<file path="src/rtl/even_sum_pkg.sv">
// Shared types and defaults for the even-number summation scheduler.
// Latency: n/a (declarations only).
// Backpressure: n/a.
package even_sum_pkg;

    localparam int NW_DEF = 4;
    localparam int SW_DEF = 8;

    typedef enum logic [1:0] {
        ST_IDLE = 2'd0,
        ST_RUN  = 2'd1,
        ST_DONE = 2'd2
    } state_t;

    typedef logic req_id_t;

endpackage

</file>
<file path="src/rtl/even_sum_sched_rr_arb2.sv">
// Two-input round-robin arbiter with a registered priority pointer.
// Latency: grant is combinational from req; pointer updates on the edge where adv is high.
// Backpressure: none; a requester simply keeps req high until it is granted.
module rr_arb2
    import even_sum_pkg::*;
(
    input  logic       clk,
    input  logic       rst,
    input  logic [1:0] req,
    input  logic       adv,
    output logic [1:0] gnt,
    output req_id_t    gid
);

    req_id_t ptr;

    // Pointer breaks ties only; a lone request wins regardless of it.
    always_comb begin
        gnt = 2'b00;
        gid = 1'b0;
        if (req[0] && req[1]) begin
            gid = ptr;
            gnt = ptr ? 2'b10 : 2'b01;
        end else if (req[1]) begin
            gid = 1'b1;
            gnt = 2'b10;
        end else if (req[0]) begin
            gid = 1'b0;
            gnt = 2'b01;
        end
    end

    // After each grant, priority passes to the requester that was not served.
    always_ff @(posedge clk) begin
        if (rst) begin
            ptr <= 1'b0;
        end else if (adv && (|req)) begin
            ptr <= ~gid;
        end
    end

endmodule

</file>
<file path="src/rtl/even_sum_sched.sv">
// Shared multi-cycle engine computing 0+2+...+2(N-1), one term per clock; optional EVEN_SUM_SAT_EN saturates and adds ovf.
// Latency: ack one cycle after accept, done N+1 cycles after ack; N+3 cycles per job.
// Backpressure: requests are only accepted in IDLE; requesters hold req until their ack.
module even_sum_sched
    import even_sum_pkg::*;
#(
    parameter int NW = NW_DEF,
    parameter int SW = SW_DEF
) (
    input  logic          clk,
    input  logic          rst,
    input  logic          req0,
    input  logic [NW-1:0] n0,
    input  logic          req1,
    input  logic [NW-1:0] n1,
    output logic          ack0,
    output logic          ack1,
    output logic          busy,
    output logic          done,
    output logic          id,
    output logic [SW-1:0] sum
`ifdef EVEN_SUM_SAT_EN
    ,
    output logic          ovf
`endif
);

    state_t        state;
    state_t        nstate;
    logic [NW-1:0] n_lat;
    logic [NW-1:0] cnt;
    logic [SW-1:0] acc;
    logic [SW-1:0] acc_nxt;
    logic [1:0]    gnt;
    req_id_t       gid;
    logic          accept;
    logic          last;
    logic          ack0_d;
    logic          ack1_d;
    logic          done_d;
    logic          busy_d;

    assign accept = (state == ST_IDLE) && (|gnt);
    assign last   = (cnt == n_lat);

    rr_arb2 u_arb (
        .clk (clk),
        .rst (rst),
        .req ({req1, req0}),
        .adv (accept),
        .gnt (gnt),
        .gid (gid)
    );

`ifdef EVEN_SUM_SAT_EN
    // One bit of headroom above both operands so a carry out of SW bits is visible.
    localparam int AW = ((SW > NW + 1) ? SW : NW + 1) + 1;

    logic [AW-1:0] add_ext;
    logic          sat_hit;
    logic          sat_flag;

    // Clamp the running sum at all-ones when the add carries past SW bits.
    always_comb begin
        add_ext = AW'(acc) + AW'({cnt, 1'b0});
        sat_hit = (add_ext[AW-1:SW] != '0);
        acc_nxt = sat_hit ? {SW{1'b1}} : add_ext[SW-1:0];
    end
`else
    // Plain modulo-2^SW accumulation.
    always_comb begin
        acc_nxt = acc + SW'({cnt, 1'b0});
    end
`endif

    // State register.
    always_ff @(posedge clk) begin
        if (rst) begin
            state <= ST_IDLE;
        end else begin
            state <= nstate;
        end
    end

    // Next-state logic: DONE always lasts exactly one cycle.
    always_comb begin
        nstate = state;
        case (state)
            ST_IDLE: if (accept) nstate = ST_RUN;
            ST_RUN:  if (last)   nstate = ST_DONE;
            ST_DONE:             nstate = ST_IDLE;
            default:             nstate = ST_IDLE;
        endcase
    end

    // Output decode: next values of the registered handshake/status outputs.
    always_comb begin
        ack0_d = accept && gnt[0];
        ack1_d = accept && gnt[1];
        done_d = (state == ST_RUN) && last;
        busy_d = (nstate != ST_IDLE);
    end

    // Registered outputs; sum and id only change at done and accept respectively.
    always_ff @(posedge clk) begin
        if (rst) begin
            ack0 <= 1'b0;
            ack1 <= 1'b0;
            done <= 1'b0;
            busy <= 1'b0;
            id   <= 1'b0;
            sum  <= '0;
        end else begin
            ack0 <= ack0_d;
            ack1 <= ack1_d;
            done <= done_d;
            busy <= busy_d;
            if (accept) id  <= gid;
            if (done_d) sum <= acc;
        end
    end

    // Job datapath: latch N on accept, then add one even term per RUN cycle until cnt reaches N.
    always_ff @(posedge clk) begin
        if (rst) begin
            n_lat <= '0;
            cnt   <= '0;
            acc   <= '0;
        end else if (accept) begin
            n_lat <= gid ? n1 : n0;
            cnt   <= '0;
            acc   <= '0;
        end else if ((state == ST_RUN) && !last) begin
            acc   <= acc_nxt;
            cnt   <= cnt + 1'b1;
        end
    end

`ifdef EVEN_SUM_SAT_EN
    // Sticky per-job saturation flag, published as ovf alongside done.
    always_ff @(posedge clk) begin
        if (rst) begin
            sat_flag <= 1'b0;
            ovf      <= 1'b0;
        end else if (accept) begin
            sat_flag <= 1'b0;
            ovf      <= 1'b0;
        end else begin
            if ((state == ST_RUN) && !last) sat_flag <= sat_flag | sat_hit;
            if (done_d)                     ovf      <= sat_flag;
        end
    end
`endif

endmodule
</file>
<file path="config.mk">
export PLATFORM = sky130hd
export DESIGN_NAME = even_sum_sched
export DESIGN_NICKNAME = d
export VERILOG_FILES = /design/src/rtl/even_sum_pkg.sv /design/src/rtl/even_sum_sched_rr_arb2.sv /design/src/rtl/even_sum_sched.sv
export SDC_FILE = /design/constraint.sdc
export NUM_CORES = 1
export LEC_CHECK = 0
export ABC_CLOCK_PERIOD_IN_PS = 3800
export CORE_ASPECT_RATIO = 1.75
export CORE_UTILIZATION = 40
export DETAILED_ROUTE_END_ITERATION = 10
export SLEW_MARGIN = 10
export SYNTH_ARGS = -nofsm -noshare
export SYNTH_HDL_FRONTEND = slang
export SYNTH_HIERARCHICAL = 1
export SYNTH_SLANG_ARGS = --single-unit
</file>
<file path="constraint.sdc">
create_clock -name clk -period 3.8 [get_ports clk]
set_clock_uncertainty 0.1 [all_clocks]
set_input_delay 1.14 -clock clk [delete_from_list [all_inputs] [get_ports clk]]
set_output_delay 1.14 -clock clk [all_outputs]
set_load 0.01 [all_outputs]
</file>
Yosys cells after proc, flatten, opt, wreduce, memory -nomap -nowiden

Index checks and enable logic that the tools add are counted.

Register bits after elaboration: 32
Input port bits: 12

Add/subtract/negate cells: 2
Eq/ne operators: 2
Muxes and demuxes: 10
Bitwise logic cells: 1
Reductions and logical operators: 13

Operators with widths:

| cell                  | count |
|---|---|
| $mux W2               | 5 |
| $add A8 B5 Y8         | 1 |
| $logic_and A1 B1 Y1   | 7 |
| $reduce_or A2 Y1      | 3 |
| $add A4 B1 Y4 const B | 1 |
| $eq A4 B4 Y1          | 1 |
| $mux W4               | 1 |
| $pmux W2 S2           | 1 |
| $mux W1               | 3 |
| $eq A2 B1 Y1 const B  | 1 |
| $logic_not A2 Y1      | 1 |
| $reduce_bool A2 Y1    | 1 |
| $logic_not A1 Y1      | 1 |
| $not A1 Y1            | 1 |

Depth between registers and ports, before layout

Gate-level depths: netlist of the first run.

Depth in word-level cells: 8
Mapped depth: 9
Mapped depth without buffers: 7

Cells and area by module

The synthesis of the first run kept the hierarchy.

Modules (own cells, without submodules):

| module         | instances | cells each | area an instance (um^2) | seq. area each (um^2) |
|---|---|---|---|---|
| even_sum_sched | 1         | 157        | 1,438.9                 | 580.6 |
| rr_arb2        | 1         | 8          | 72.6                    | 20.0 |

Worst setup path after synthesis of the first run

OpenSTA, ideal clock, no wires.

Kind: in2reg
From: input port req1
To: register n_lat[0]
Data arrival time: 2,203 ps
Slack: 1,411 ps
Stages: 8
Cell sequence: a21boi_0 > buf_4 > nor2_1 > or2_1 > clkbuf_1 > inv_2 > nor2_1 > a211oi_1

Longest elaborated chain between the ends: 4

RTL lines:

| item                                           | line                                                       | RTL |
|---|---|---|
| start: declaration                             | even_sum_sched.sv:14                                       | `input logic req1,` |
| $mux W2 or $logic_and A1 B1 Y1 (tied branches) | even_sum_sched_rr_arb2.sv:24, even_sum_sched_rr_arb2.sv:21 |  |
| $mux W2 *                                      | even_sum_sched_rr_arb2.sv:21                               | `if (req[0] && req[1]) begin` |
| via gnt[1]                                     | even_sum_sched.sv:34                                       | `logic [1:0] gnt;` |
| $reduce_or A2 Y1 *                             | even_sum_sched.sv:43                                       | `assign accept = (state == ST_IDLE) && (\|gnt);` |
| $logic_and A1 B1 Y1 *                          | even_sum_sched.sv:43                                       |  |
| via accept                                     | even_sum_sched.sv:36                                       | `logic accept;` |
| end signal: assignment                         | even_sum_sched.sv:130                                      | `n_lat <= gid ? n1 : n0;` |
| end: declaration                               | even_sum_sched.sv:30                                       | `logic [NW-1:0] n_lat;` |

Mark *: on every way through the listed nets, which the timed path passes. The rest lies on a longest branch.
A chain may end at the register's enable or synchronous reset.

Final worst setup path of the first run

From: input port req1
To: register n_lat[0]

RTL lines:

| item                                           | line                                                       | RTL |
|---|---|---|
| $mux W1 or $logic_and A1 B1 Y1 (tied branches) | even_sum_sched_rr_arb2.sv:24, even_sum_sched_rr_arb2.sv:21 |  |
| $mux W1 *                                      | even_sum_sched_rr_arb2.sv:21                               |  |
| via gid                                        | even_sum_sched.sv:35                                       | `req_id_t gid;` |
| $mux W4 *                                      | even_sum_sched.sv:130                                      |  |

Marked as above.

==> results_tabular.tex, run 1 <==
\begin{tabular}{lr}
\hline
Metric & Value \\
\hline
\multicolumn{2}{l}{\textbf{Outcome}} \\
\quad Outcome & completed \\
\multicolumn{2}{l}{\textbf{Synthesis}} \\
\quad Syn\_nets & 183 \\
\quad Netlist Area Pre-Place & 1510 sq um \\
\quad Dominant cell type by area after synthesis & dfxtp\_1 \\
\quad Share of the synthesized area in the top cell type & 39.7\% \\
\quad Cell count after synthesis & 165 \\
\quad Synth top cells by count & 30 x dfxtp\_1, 16 x a21oi\_1, 14 x nand2\_1 \\
\quad Number of warnings issued by yosys & 6 \\
\quad Fraction of registers with async set/reset & 0\% \\
\quad Most frequent cell after synthesis & dfxtp\_1 \\
\quad Number of different library cells in the post-synthesis netlist & 40 \\
\quad Most instantiated flip-flop cell in the synthesis netlist & dfxtp\_1 \\
\quad Post-synth EDFFs & 0 \\
\quad Mapped Avg Cell Area & 9.16 sq um \\
\quad Largest cells by area after synthesis & dfxtp\_1 40\%, a21oi\_1 5.3\%, ha\_1 4.1\% \\
\quad Share of synthesized area occupied by flip-flops and latches & 39.7\% \\
\quad Post-synthesis register bit count & 30 \\
\multicolumn{2}{l}{\textbf{Worst setup path}} \\
\quad Biggest cell delay along the critical path & 0.49 ns \\
\quad Worst path most repeated cell & nor2\_1 \\
\quad Slowest CP cell & clkdlybuf4s50\_1 \\
\quad Delay-heaviest family, CP & buffers and inverters \\
\quad Sequence of cells on the critical path & clkdlybuf4s50\_1 -> a21boi\_0 -> buf\_4 -> nor2\_1 -> or2\_1 -> inv\_2 -> nor2\_1 -> a211oi\_1 \\
\quad Required arrival time at the worst endpoint & 3.90 ns \\
\quad Critical setup path kind & input pin to flip-flop \\
\quad Crit path max fanout & 11 \\
\quad Critical Path AT & 2.83 ns \\
\quad Beginning of the worst register-to-register path & cnt[0]\$\_SDFFE\_PP0P\_ \\
\quad Critical path buffers and inverters & 3 \\
\quad Critical path origin & req1 \\
\quad Nature of the critical path endpoint & flip-flop \\
\quad Critical Path Source Type & input pin \\
\multicolumn{2}{l}{\textbf{Power and ir drop}} \\
\quad Net switching fraction of the power & 30.2\% \\
\quad Total internal power & 0.600 mW \\
\quad Combinational power share & 21.3\% \\
\quad Power density relative to cell area & 459 nW/um\^{}2 \\
\quad Fraction of power consumed by sequential logic & 41.2\% \\
\quad Maximum VDD drop & 0.324 mV \\
\quad Portion of total power attributed to the clock network & 37.6\% \\
\quad NetSw & 0.260 mW \\
\quad Leak pwr & 0.663 nW \\
\multicolumn{2}{l}{\textbf{STA}} \\
\quad Share of the clock period used by the worst path after layout & 71.8\% \\
\quad Final number of max-transition violations & 0 \\
\quad RSZ-0062 raised after global routing & no \\
\quad Actual slew at the worst max-slew pin & 0.789 ns \\
\quad Crit path time final & 2.73 ns \\
\quad Endpoints failing setup & 0 \\
\quad Hold Violations, Final & 0 \\
\quad Max-Slew Margin vs Limit & 47.2\% \\
\quad Fin worst setup slack & 1.07 ns \\
\quad Max Clk Rate & 0.367 GHz \\
\quad Total Negative Setup Slacks & 0 ns \\
\multicolumn{2}{l}{\textbf{CTS}} \\
\quad Clock transition time at the flip-flop clock pins of the worst setup and hold paths & 0.07 ns \\
\quad Number of gates resized after CTS & 0 \\
\quad Number of buffers inserted during clock tree synthesis & 5 \\
\quad Hold bufs inserted after CTS & 0 \\
\quad H-tree levels & 2 \\
\quad Post-CTS Setup Bufs & 0 \\
\quad Clock insertion delay at the later pin of the skew report & 0.29 ns \\
\quad Root buffer cell & clkbuf\_8 \\
\quad \# clock sinks & 30 \\
\quad CTS tree & yes \\
\quad Maximum number of buffers from clock root to sink & 2 \\
\multicolumn{2}{l}{\textbf{Routing}} \\
\quad DRT iter0 DRCs & 21 \\
\quad Post-detailed-route DRC marker count & 0 \\
\quad Detailed-routing iteration count for the pre-antenna-repair pass & 6 \\
\quad Total detailed-routing wirelength & 3400 microns \\
\quad Post-detailed-route via-to-cell ratio & 5.18 \\
\quad Routed WL per cell & 14.4 microns \\
\quad Total number of vias & 1217 \\
\quad Number of routed nets with antenna violations & 0 \\
\multicolumn{2}{l}{\textbf{Cells and area}} \\
\quad Combined area of the multi-input logic cells & 827 sq um \\
\quad Area growth syn-to-layout & 24.0\% \\
\quad Fill count & 363 \\
\quad Number of diodes & 0 \\
\quad Number of nets in the layout & 206 \\
\quad Register area & 601 sq um \\
\quad Fraction of final layout cells with drive strength greater than 1 & 10.1\% \\
\multicolumn{2}{l}{\textbf{Placed design}} \\
\quad Hpwl dp & 2490 microns \\
\quad Pre-CTS WS & 0.775 ns \\
\quad Routability congestion estimate & 0.853 \\
\quad Port bufs & 23 \\
\multicolumn{2}{l}{\textbf{Global routing}} \\
\quad Vias in the first global route & 1260 \\
\quad Maximum number of pins on one net before global-route repair & 20 \\
\quad Overall Global Routing Usage & 18.8\% \\
\quad Remaining global-route overflow & 0 \\
\quad Global-route wire length before repair & 5780 microns \\
\quad Initial antenna violation count & 0 \\
\multicolumn{2}{l}{\textbf{Die}} \\
\quad Std cell rows & 29 \\
\quad Core region area & 3630 sq um \\
\quad Die extent in x & 48.5 microns \\
\quad Ports & 25 \\
\quad Initial core utilization & 41.7\% \\
\quad Die outline height & 83.3 microns \\
\quad DIE AREA & 4040 sq um \\
\multicolumn{2}{l}{\textbf{Worst hold path}} \\
\quad Worst Min Path Start & id\$\_SDFFE\_PP0P\_ \\
\quad Hold/Removal Path Class & flip-flop to flip-flop \\
\multicolumn{2}{l}{\textbf{Run}} \\
\quad Max-cap violations & 0 \\
\hline
\end{tabular}
-- final cells by class --
class	instances	share of cell area, %
clock inverter	2	2.00
clock buffer	6	3.87
timing repair buffer	25	13.1
multi-input combinational	117	44.1
inverter	9	1.80
tap	46	3.07
sequential	30	32.0
-- worst register-to-register path, cell delays in order (launching register included) --
cell and delay, ns:
dfxtp_1 0.52, ha_1 0.26, inv_1 0.06, fa_1 0.39, nor2b_1 0.13, o21ai_0 0.15
a211oi_1 0.35, mux2i_1 0.21
-- through the flow --
stage | instances | cell area, sq um | total power [mW] | hold slack [ns] | util (%)
floorplan | 165 | 1510 | 0.493 | 0.343 | -
global placement | 227 | 1760 | 0.538 | 0.365 | 48.6
detailed placement | 227 | 1760 | 0.546 | 0.361 | 48.6
CTS | 235 | 1870 | 0.866 | 0.373 | 51.7
global route | 235 | 1870 | 0.899 | 0.400 | 51.7
finish | 235 | 1870 | 0.860 | 0.374 | 51.7
-- power groups by stage --
| stage | Sequential [mW] | Clock (mW) | Combinational, mW |
|---|---|---|---|
| after floorplan | 0.360 | 0 | 0.133 |
| after global placement | 0.360 | 0 | 0.178 |
| after detailed placement | 0.362 | 0 | 0.184 |
| after CTS | 0.355 | 0.326 | 0.185 |
| after global routing | 0.357 | 0.340 | 0.202 |
| final | 0.354 | 0.323 | 0.183 |
-- logic make-up (layout without fill, tap and decap cells) --
| group | Yosys count | after routing | synth area share [%] |
|---|---|---|---|
| simple gates | 46 | 46 | 15.6 |
| other cells | 1 | 1 | 0.248 |
| xor+xnor | 10 | 10 | 7.29 |
| mux | 6 | 6 | 3.97 |
| buf+inv | 18 | 42 | 5.55 |
| compound gates | 48 | 48 | 22.1 |
| fa+ha+maj | 6 | 6 | 5.46 |
| flops | 30 | 30 | 39.7 |
-- final timing paths --
check                     endpoint  slack (ns)  depth (start not counted)
max          n_lat[0]$_SDFFE_PP0P_        1.07                          8
min                id$_SDFFE_PP0P_        0.37                          2
max reg2reg    acc[7]$_SDFFE_PP0P_        1.56                          7
min reg2reg        id$_SDFFE_PP0P_        0.37                          2
-- flip-flops by register name (all words and copies together), names as in the netlist, 2 cells and up --
register and flops:
acc 7, cnt 4, n_lat 4, state 2, sum 7
-- placed cells by master, fill, tap and decap left out, types with 2 or more instances in the layout --
master,n
dfxtp_1,30
clkdlybuf4s50_1,23
a21oi_1,16
nand2_1,14
nor2_1,8
inv_1,8
nand3_1,8
o21ai_0,8
a211oi_1,7
xnor2_1,6
mux2i_1,6
ha_1,5
clkbuf_8,5
xor2_2,3
o21a_1,3
a21oi_2,3
or2_1,2
nor2b_1,2
nand2b_1,2
o21ai_1,2
or3_1,2
a211o_1,2
nor3_1,2
and2_1,2
buf_4,2
a21boi_0,2
-- metal layers --
layer,share of wire [%],global-route usage (%)
met2,55,33.2
met5,0,0
met1,40,20.4
met3,3.1,5.31
met4,1.9,8.29
(Power assumes the default switching activity.)
==> run 2: changes to the inputs <==
--- a/config.mk
+++ b/config.mk
@@ -5,7 +5,7 @@
 export SDC_FILE = /design/constraint.sdc
 export NUM_CORES = 1
 export LEC_CHECK = 0
-export ABC_CLOCK_PERIOD_IN_PS = 3800
+export ABC_CLOCK_PERIOD_IN_PS = 2800
 export CORE_ASPECT_RATIO = 1.75
 export CORE_UTILIZATION = 40
 export DETAILED_ROUTE_END_ITERATION = 10
==> constraint.sdc (replaced) <==
create_clock -name clk -period 2.8 [get_ports clk]
set_clock_uncertainty 0.1 [all_clocks]
set_input_delay 0.84 -clock clk [delete_from_list [all_inputs] [get_ports clk]]
set_output_delay 0.84 -clock clk [all_outputs]
set_load 0.01 [all_outputs]
==> results_tabular.tex, run 2 (synthesized netlist as in run 1, its figures left out) <==
\begin{tabular}{lr}
\hline
Metric & Value \\
\hline
\multicolumn{2}{l}{\textbf{Routing}} \\
\quad Number of routed nets with antenna violations & 0 (unchanged) \\
\quad Post-detailed-route via-to-cell ratio & 5.24 (+1.2\%) \\
\quad Total detailed-routing wirelength & 3340 microns (-1.7\%) \\
\quad DRT iter0 DRCs & 20 (-4.8\%) \\
\quad Post-detailed-route DRC marker count & 0 (unchanged) \\
\quad Total number of vias & 1237 (+1.6\%) \\
\quad Detailed-routing iteration count for the pre-antenna-repair pass & 4 (-2) \\
\quad Routed WL per cell & 14.1 microns (-2.1\%) \\
\multicolumn{2}{l}{\textbf{Cells and area}} \\
\quad Number of diodes & 0 (unchanged) \\
\quad Fraction of final layout cells with drive strength greater than 1 & 10.5\% (+0.47 points) \\
\quad Commonest non-fill, non-tap cell in the layout & dfxtp\_1 \\
\quad Layout Cell Area excl Fill & 1860 sq um (-0.60\%) \\
\quad Area growth syn-to-layout & 23.3\% \\
\quad Registers with the most flip-flops & acc: 7 flops, sum: 7 flops \\
\quad Highest-count cells in the layout ignoring fill and taps & 30 x dfxtp\_1, 23 x clkdlybuf4s50\_1, 16 x a21oi\_1 \\
\quad Number of nets in the layout & 207 (+0.49\%) \\
\multicolumn{2}{l}{\textbf{Die}} \\
\quad Std cell rows & 29 (unchanged) \\
\quad DIE AREA & 4040 sq um (unchanged) \\
\quad Initial core utilization & 41.7\% (unchanged) \\
\quad Die extent in x & 48.5 microns (unchanged) \\
\quad Core region area & 3630 sq um (unchanged) \\
\quad Die outline height & 83.3 microns (unchanged) \\
\quad Ports & 25 (unchanged) \\
\multicolumn{2}{l}{\textbf{CTS}} \\
\quad Hold bufs inserted after CTS & 0 (unchanged) \\
\quad CTS tree & yes \\
\quad Maximum number of buffers from clock root to sink & 2 (unchanged) \\
\quad Clock insertion delay at the later pin of the skew report & 0.28 ns (about the same) \\
\quad Post-CTS Setup Bufs & 0 (unchanged) \\
\quad H-tree levels & 2 (unchanged) \\
\quad Number of buffers inserted during clock tree synthesis & 5 (unchanged) \\
\quad \# clock sinks & 30 (unchanged) \\
\quad Root buffer cell & clkbuf\_8 \\
\quad Clock transition time at the flip-flop clock pins of the worst setup and hold paths & 0.06 ns (about the same) \\
\quad Number of gates resized after CTS & 0 (unchanged) \\
\multicolumn{2}{l}{\textbf{Worst setup path}} \\
\quad Endpoint of the most critical register-to-register path & acc[7]\$\_SDFFE\_PP0P\_ \\
\quad Critical Path Source Type & input pin \\
\quad Beginning of the worst register-to-register path & cnt[0]\$\_SDFFE\_PP0P\_ \\
\quad R2R Setup Slk & 0.58 ns (-0.98 ns) \\
\quad Critical Path AT & 2.43 ns (-0.40 ns) \\
\quad Worst path most repeated cell & nor2\_1 \\
\quad Nature of the critical path endpoint & flip-flop \\
\quad Biggest cell delay along the critical path & 0.49 ns (about the same) \\
\quad Crit path max fanout & 11 (unchanged) \\
\quad Slowest CP cell & clkdlybuf4s50\_1 \\
\quad Sequence of cells on the critical path & clkdlybuf4s50\_1 -> a21boi\_0 -> nor2\_1 -> or2\_1 -> inv\_2 -> nor2\_1 -> a211oi\_1 \\
\quad Critical setup path kind & input pin to flip-flop \\
\quad Required arrival time at the worst endpoint & 2.89 ns (-1.01 ns) \\
\quad Depth of the most critical reg-to-reg path & 7 (unchanged) \\
\multicolumn{2}{l}{\textbf{Power and ir drop}} \\
\quad Power density relative to cell area & 583 nW/um\^{}2 (+27\%) \\
\quad Fraction of power consumed by sequential logic & 44.2\% (+3.0 points) \\
\quad Leak pwr & 0.664 nW (+0.29\%) \\
\quad Combinational power share & 23.1\% (+1.8 points) \\
\quad Maximum VDD drop & 0.574 mV (+77\%) \\
\quad Net switching fraction of the power & 30.9\% (+0.67 points) \\
\quad Portion of total power attributed to the clock network & 32.6\% (-5.0 points) \\
\quad Total internal power & 0.751 mW (+25\%) \\
\quad NetSw & 0.336 mW (+29\%) \\
\multicolumn{2}{l}{\textbf{Run}} \\
\quad Max-cap violations & 0 (unchanged) \\
\multicolumn{2}{l}{\textbf{STA}} \\
\quad Endpoints failing setup & 0 (unchanged) \\
\quad Crit path time final & 2.33 ns \\
\quad Share of the clock period used by the worst path after layout & 83.4\% \\
\quad Actual slew at the worst max-slew pin & 0.775 ns (-0.0137 ns) \\
\quad Total Negative Setup Slacks & 0 ns (unchanged) \\
\quad RSZ-0062 raised after global routing & no \\
\quad Final number of max-transition violations & 0 (unchanged) \\
\quad Max Clk Rate & 0.428 GHz \\
\quad Max-Slew Margin vs Limit & 48.1\% (+0.92 points) \\
\quad Hold Violations, Final & 0 (unchanged) \\
\quad Fin worst setup slack & 0.466 ns (-0.606 ns) \\
\multicolumn{2}{l}{\textbf{Global routing}} \\
\quad Global-route wire length before repair & 5620 microns (-2.7\%) \\
\quad Overall Global Routing Usage & 18.3\% (-0.51 points) \\
\quad Maximum number of pins on one net before global-route repair & 19 (-5.0\%) \\
\quad Initial antenna violation count & 0 (unchanged) \\
\quad Vias in the first global route & 1273 (+1.0\%) \\
\quad Remaining global-route overflow & 0 (unchanged) \\
\multicolumn{2}{l}{\textbf{Outcome}} \\
\quad Outcome & completed \\
\multicolumn{2}{l}{\textbf{Placed design}} \\
\quad Hpwl dp & 2550 microns (+2.6\%) \\
\quad Routability congestion estimate & 0.772 (-9.5\%) \\
\quad Post-detailed-placement cell area & 1770 sq um (+0.43\%) \\
\quad Port bufs & 23 (unchanged) \\
\quad Pre-CTS WS & 0.168 ns (-0.607 ns) \\
\multicolumn{2}{l}{\textbf{Worst hold path}} \\
\quad Worst hold path depth & 2 (unchanged) \\
\quad Worst Min Path Start & acc[7]\$\_SDFFE\_PP0P\_ \\
\quad Hold/Removal Path Class & flip-flop to flip-flop \\
\quad Endpoint, Worst Hold & acc[7]\$\_SDFFE\_PP0P\_ \\
\hline
\end{tabular}
run 2: cell types whose count changed in the layout (fill, tap and decap cells not counted):
cell        delta
clkinv_2       +1
clkbuf_8       +1
bufinv_16      -1
buf_4          +1
clkinvlp_4     -1
run 2: worst max-delay path: cells and delay by family:
kind,cells,cell delay [ns]
buf+inv,2,0.66
simple gates,3,0.43
compound gates,2,0.48
run 2: layer usage:
layer | wire length [microns] | part of all wire (%) | global-route usage, %
met4 | 131 | 3.9 | 10.7
met3 | 110 | 3.3 | 4.95
met5 | 0 | 0 | 0
met1 | 1390 | 42 | 19.7
met2 | 1710 | 51 | 31.2
run 2: worst max-delay path by stage:
stage                                 end  startpoint  cells after the start  slack [ns]
detailed placement  n_lat[0]$_SDFFE_PP0P_        req1                      7        0.17
CTS                 n_lat[0]$_SDFFE_PP0P_        req1                      7        0.45
finish              n_lat[0]$_SDFFE_PP0P_        req1                      7        0.47
floorplan           n_lat[0]$_SDFFE_PP0P_        req1                      8        0.71
global placement    n_lat[0]$_SDFFE_PP0P_        req0                      7        0.25
global route        n_lat[0]$_SDFFE_PP0P_        req1                      7        0.27
run 2: layout make-up:
| type | instances | area (sq um) |
|---|---|---|
| clock buffer | 7 | 86.3 |
| clock inverter | 1 | 5.00 |
| fill | 347 | 1770 |
| inverter | 9 | 33.8 |
| multi-input combinational | 117 | 827 |
| sequential | 30 | 601 |
| tap | 46 | 57.6 |
| timing repair buffer | 26 | 253 |
run 2: metrics by stage:
stage	power (mW)	util (%)	hold WS (ns)	cells
finish	1.09	51.3	0.371	236
floorplan	0.669	-	0.343	165
global route	1.14	51.3	0.404	236
CTS	1.10	51.3	0.377	236
global placement	0.733	48.8	0.360	228
detailed placement	0.742	48.8	0.365	228
run 2: power groups by stage:
stage               Combinational [mW]  Sequential (mW)  Clock [mW]
finish                           0.251            0.481       0.355
global route                     0.275            0.485       0.380
CTS                              0.252            0.481       0.364
detailed placement               0.251            0.491           0
global placement                 0.244            0.489           0
floorplan                        0.181            0.488           0
